[src/rtl/bcd_scan_driver.sv]
`default_nettype none
// ============================================================================
// bcd_scan_driver: 8-bit binary to 3-digit BCD (double-dabble) + 3-digit scan.
// Option: ZERO_BLANK_EN blanks leading zeros.  Revision: 1.0
// ============================================================================
module bcd_scan_driver #(
  parameter int SCAN_DIV = 1000
) (
  input  logic       clk,
  input  logic       rst_n,
  input  logic [7:0] valor,
  input  logic       load,
  output logic       busy,
  output logic       done,
  output logic [3:0] D,
  output logic [2:0] AN
);

  localparam int              C_PW        = $clog2(SCAN_DIV);
  localparam logic [C_PW-1:0] C_PRESC_MAX = C_PW'(SCAN_DIV - 1);

  typedef enum logic [0:0] {
    IDLE = 1'b0,
    CONV = 1'b1
  } state_t;

  state_t          state_q, state_d;
  logic [7:0]      shift_q, shift_d;
  logic [11:0]     scratch_q, scratch_d;
  logic [2:0]      step_q, step_d;
  logic            done_q, done_d;
  logic [3:0]      units_q, units_d;
  logic [3:0]      tens_q, tens_d;
  logic [3:0]      hund_q, hund_d;
  logic [C_PW-1:0] presc_q, presc_d;
  logic [1:0]      idx_q, idx_d;

  logic [11:0]     adj_w;
  logic [19:0]     shifted_w;
  logic            blank_tens_w;
  logic            blank_hund_w;

  always_ff @(posedge clk or negedge rst_n) begin
    if (!rst_n) begin
      state_q   <= IDLE;
      shift_q   <= '0;
      scratch_q <= '0;
      step_q    <= '0;
      done_q    <= 1'b0;
      units_q   <= '0;
      tens_q    <= '0;
      hund_q    <= '0;
      presc_q   <= '0;
      idx_q     <= '0;
    end else begin
      state_q   <= state_d;
      shift_q   <= shift_d;
      scratch_q <= scratch_d;
      step_q    <= step_d;
      done_q    <= done_d;
      units_q   <= units_d;
      tens_q    <= tens_d;
      hund_q    <= hund_d;
      presc_q   <= presc_d;
      idx_q     <= idx_d;
    end
  end

  // Add-3 correction on every nibble, then one left shift of {scratch, shift}.
  always_comb begin
    adj_w[3:0]   = (scratch_q[3:0]   >= 4'd5) ? scratch_q[3:0]   + 4'd3 : scratch_q[3:0];
    adj_w[7:4]   = (scratch_q[7:4]   >= 4'd5) ? scratch_q[7:4]   + 4'd3 : scratch_q[7:4];
    adj_w[11:8]  = (scratch_q[11:8]  >= 4'd5) ? scratch_q[11:8]  + 4'd3 : scratch_q[11:8];
    shifted_w    = {adj_w, shift_q} << 1;
  end

  always_comb begin
    state_d   = state_q;
    shift_d   = shift_q;
    scratch_d = scratch_q;
    step_d    = step_q;
    done_d    = 1'b0;
    units_d   = units_q;
    tens_d    = tens_q;
    hund_d    = hund_q;
    case (state_q)
      IDLE: begin
        if (load) begin
          state_d   = CONV;
          shift_d   = valor;
          scratch_d = '0;
          step_d    = '0;
        end
      end
      CONV: begin
        shift_d   = shifted_w[7:0];
        scratch_d = shifted_w[19:8];
        step_d    = step_q + 3'd1;
        if (step_q == 3'd7) begin
          state_d = IDLE;
          done_d  = 1'b1;
          units_d = shifted_w[11:8];
          tens_d  = shifted_w[15:12];
          hund_d  = shifted_w[19:16];
        end
      end
      default: state_d = IDLE;
    endcase
  end

  always_comb begin
    presc_d = presc_q + 1'b1;
    idx_d   = idx_q;
    if (presc_q == C_PRESC_MAX) begin
      presc_d = '0;
      idx_d   = (idx_q == 2'd2) ? 2'd0 : idx_q + 2'd1;
    end
  end

`ifdef ZERO_BLANK_EN
  assign blank_hund_w = (hund_q == 4'd0);
  assign blank_tens_w = (hund_q == 4'd0) && (tens_q == 4'd0);
`else
  assign blank_hund_w = 1'b0;
  assign blank_tens_w = 1'b0;
`endif

  always_comb begin
    D  = units_q;
    AN = 3'b110;
    case (idx_q)
      2'd1: begin
        D  = tens_q;
        AN = blank_tens_w ? 3'b111 : 3'b101;
      end
      2'd2: begin
        D  = hund_q;
        AN = blank_hund_w ? 3'b111 : 3'b011;
      end
      default: begin
        D  = units_q;
        AN = 3'b110;
      end
    endcase
  end

  assign busy = (state_q == CONV);
  assign done = done_q;

endmodule
`default_nettype wire

[config.mk]
export PLATFORM = sky130hd
export DESIGN_NAME = bcd_scan_driver
export DESIGN_NICKNAME = d
export VERILOG_FILES = /design/src/rtl/bcd_scan_driver.sv
export SDC_FILE = /design/constraint.sdc
export NUM_CORES = 1
export LEC_CHECK = 0
export CAP_MARGIN = 25
export CORE_MARGIN = 5
export CORE_UTILIZATION = 57
export DETAILED_ROUTE_END_ITERATION = 7
export GPL_ROUTABILITY_DRIVEN = 0
export PLACE_DENSITY = 0.85
export SLEW_MARGIN = 25
export SYNTH_ARGS = -nofsm -noshare
export SYNTH_HDL_FRONTEND = slang
export SYNTH_SLANG_ARGS = --single-unit
export TNS_END_PERCENT = 10
[constraint.sdc]
create_clock -name clk -period 2.2 [get_ports clk]
set_clock_uncertainty 0.2 [all_clocks]
set_input_delay 0.22 -clock clk [delete_from_list [all_inputs] [get_ports clk]]
set_output_delay 0.22 -clock clk [all_outputs]
set_load 0.01 [all_outputs]
==> flow_summary_export.csv <==
group,metric,value,unit
status,outcome,"finished, violations left",
status,violations,"setup timing",
floorplan,core-area,4030,um^2
sta,setup_viol,2,
yosys,synth_top_area_cell,"dfrtp_1",
global_routing,grt_pass1_vias,1664,
yosys,ys.flop_type,"dfrtp_1",
critical_path,crit_chain,"inv_1 -> ha_2 -> a22oi_1 -> a21oi_1 -> clkdlybuf4s50_1",
critical_path,required,1780,ps
detailed_routing,antenna_left,0,
cts,post_cts_buffers,0,
yosys,yosysWarnings,0,
yosys,synth_common_cells,"dfrtp_1, nand2_1, mux2i_1, o21ai_0, inv_1",
yosys,avgSynthCellArea,10.3,um^2
floorplan,rows,23,
critical_path,endpoint,"D[0]",
cts,cts_tree,"done",
detailed_routing,first_pass_iters,4,
yosys,synth_edf_count,0,
cts,cts-root-buf,"clkbuf_8",
cells_and_area,n_fill_cell,322,
cells_and_area,drive_above_1_share,9.45,%
pwr,cellLeakagePower,0.00132,uW
detailed_routing,dr_total_vias,1680,
cts,cts_max_path_buffers,2,
critical_path,worstSetupEndpointType,"primary output",
global_routing,grtUsageTotal,18.5,%
floorplan,start_util,59.3,%
cells_and_area,diodes,0,
critical_path,crit_type,"reg -> out",
sta,hold_violations,0,
cts,cts.htree.levels,2,
critical_path,crit_slowest_cell,"clkdlybuf4s50_1",
cts,clkTransAtPathRegs,80,ps
detailed_routing,drtIter0Drc,87,
critical_path,cp.arrival,1880,ps
yosys,synth_cell_type_count,30,
place,place_hpwl,3250,um
global_routing,grt_pass1_wl,7680,um
detailed_routing,viasPerCell,5.53,
yosys,syn-num-nets,255,
sta,report.final.slew_viol_count,0,
cells_and_area,area_growth_syn_to_layout,16.0,%
yosys,synthCells,231,
critical_path,cp_slowest_stage_delay,540,ps
critical_path,r2r_slack,270,ps
critical_path,setup.worst_path.start,"idx_q[0]",
cells_and_area,nets,278,
critical_path,crit_fanout,5,
pwr,ir_drop,0.709,mV
flow_run,max-cap-violations,0,
yosys,ys_seq_area_share,51.4,%
pwr,finalPower,3290,uW
detailed_routing,drc,0,
critical_path,r2r-end,"idx_q[1]",
detailed_routing,wirelength,4360,um
sta,period_share,104,%
cells_and_area,layout.cells.non_filler,304,
floorplan,dieArea,5580,um^2
sta,finalWorstSetupSlack,-96.5,ps
cts,cts_buffers,5,
detailed_routing,routedWlPerCell,14.3,um
floorplan,die_x,74.7,um
sta,tns,-192,ps
critical_path,cp-start-kind,"flop",
min_path,hold_path.class,"in -> async",
yosys,yosysMostFrequentCell,"dfrtp_1",
place,dp_slack,132,ps
yosys,synthArstFlopShare,100,%
pwr,p_per_area,1190,nW/um^2
sta,worstMarginPinSlew,457,ps
sta,slew_headroom,69.5,%
place,place_inst,296,
global_routing,grt-ovfl-total,0,
critical_path,rr_startpoint,"presc_q[0]",
yosys,synth_seq_cells,49,
floorplan,io_pins,20,
cts,clk_latency,300,ps
global_routing,grt_antenna_before_repair,0,
sta,rsz0062_at_grt,"yes",
global_routing,grt_max_degree,30,
yosys,yosysTopAreaCellShare,51.4,%
yosys,syn_area,2390,um^2
sta,fin_crit,2300,ps
critical_path,reg2regPathDepth,5,
place,io_buffers,19,
sta,fmax,0.435,GHz
yosys,synth_area_leaders,"dfrtp_1, mux2i_1, ha_1",
floorplan,chipHeight,74.7,um
cts,cts_sinks,49,
flip-flops by register name, summed over array words and instances, names as in the netlist, 2 cells and up:
name and count:
tens_q 4, shift_q 8, idx_q 2, step_q 3, scratch_q 12, presc_q 10, hund_q 4, units_q 4
placed cells by master (no fill, tap or decap), types with 5 or more instances in the layout:
| cell | n |
|---|---|
| a21oi_1 | 13 |
| buf_4 | 5 |
| clkbuf_8 | 5 |
| clkdlybuf4s50_1 | 16 |
| dfrtp_1 | 49 |
| ha_1 | 10 |
| inv_1 | 14 |
| mux2_2 | 6 |
| mux2i_1 | 21 |
| nand2_1 | 35 |
| nor2_1 | 11 |
| nor3b_1 | 6 |
| o21ai_0 | 21 |
per-stage QoR:
stage	hold slack (ps)	instance area (um^2)	utilization (%)
after global routing	243	2770	68.7
after CTS	213	2770	68.7
after floorplan	-276	2390	-
after global placement	-14.9	2640	65.4
final	201	2770	68.7
after detailed placement	-7.26	2640	65.4
layer usage:
metal	global-route usage (%)	share of wire, %	vias to the layer above
li1	-	-	832
met1	23.8	47	813
met2	29.7	48	31
met3	5.07	4.1	4
met4	7.51	1.4	0
met5	0	0	-
kinds of logic after synthesis:
logic type      Yosys count  synth area share [%]
compound gates           45                  10.6
xor+xnor                  8                  2.93
fa+ha+maj                13                  6.81
buf+inv                  23                  3.72
flops                    49                  51.4
mux                      27                  11.6
simple gates             66                  12.9
worst max-delay path: cells and delay by family (launching register included):
| kind | cells | cell delay, ps |
|---|---|---|
| AO/OA/AOI/OAI | 2 | 240 |
| adder cells (fa/ha/maj) | 1 | 250 |
| flip-flops | 1 | 420 |
| buffers and inverters | 2 | 680 |
worst min path at each step:
stage | from | endpoint | slack (ps) | cells past startpoint
floorplan | rst_n | busy | -280 | 0
global placement | rst_n | tens_q[1] | -10 | 1
detailed placement | rst_n | tens_q[0] | -7 | 1
CTS | rst_n | shift_q[3] | 210 | 2
global route | rst_n | tens_q[0] | 240 | 2
finish | rst_n | scratch_q[3] | 200 | 2
cell type report:
| type | instances | area, um^2 | area share, % |
|---|---|---|---|
| Timing Repair Buffer | 25 | 234 | 8.45 |
| Multi-Input combinational cell | 159 | 1090 | 39.4 |
| Clock buffer | 5 | 68.8 | 2.49 |
| Clock inverter | 2 | 35.0 | 1.27 |
| Sequential cell | 49 | 1230 | 44.3 |
| Tap cell | 50 | 62.6 | 2.26 |
| Inverter | 14 | 52.6 | 1.90 |
power breakdown:
group | total (uW) | switching, uW | internal (uW) | leakage (uW)
clock | 607 | 277 | 330 | 0.0000540
sequential | 1440 | 235 | 1200 | 0.000624
combinational | 1240 | 652 | 593 | 0.000641
total | 3290 | 1160 | 2130 | 0.00132
timing repair:
action / in CTS / in global routing
hold buffers: 1 / 0
endpoints found under the hold margin: 18 / 0
gates resized for setup: 5 / 1
setup endpoints to repair: 5 / 3
(Power assumes the default switching activity.)
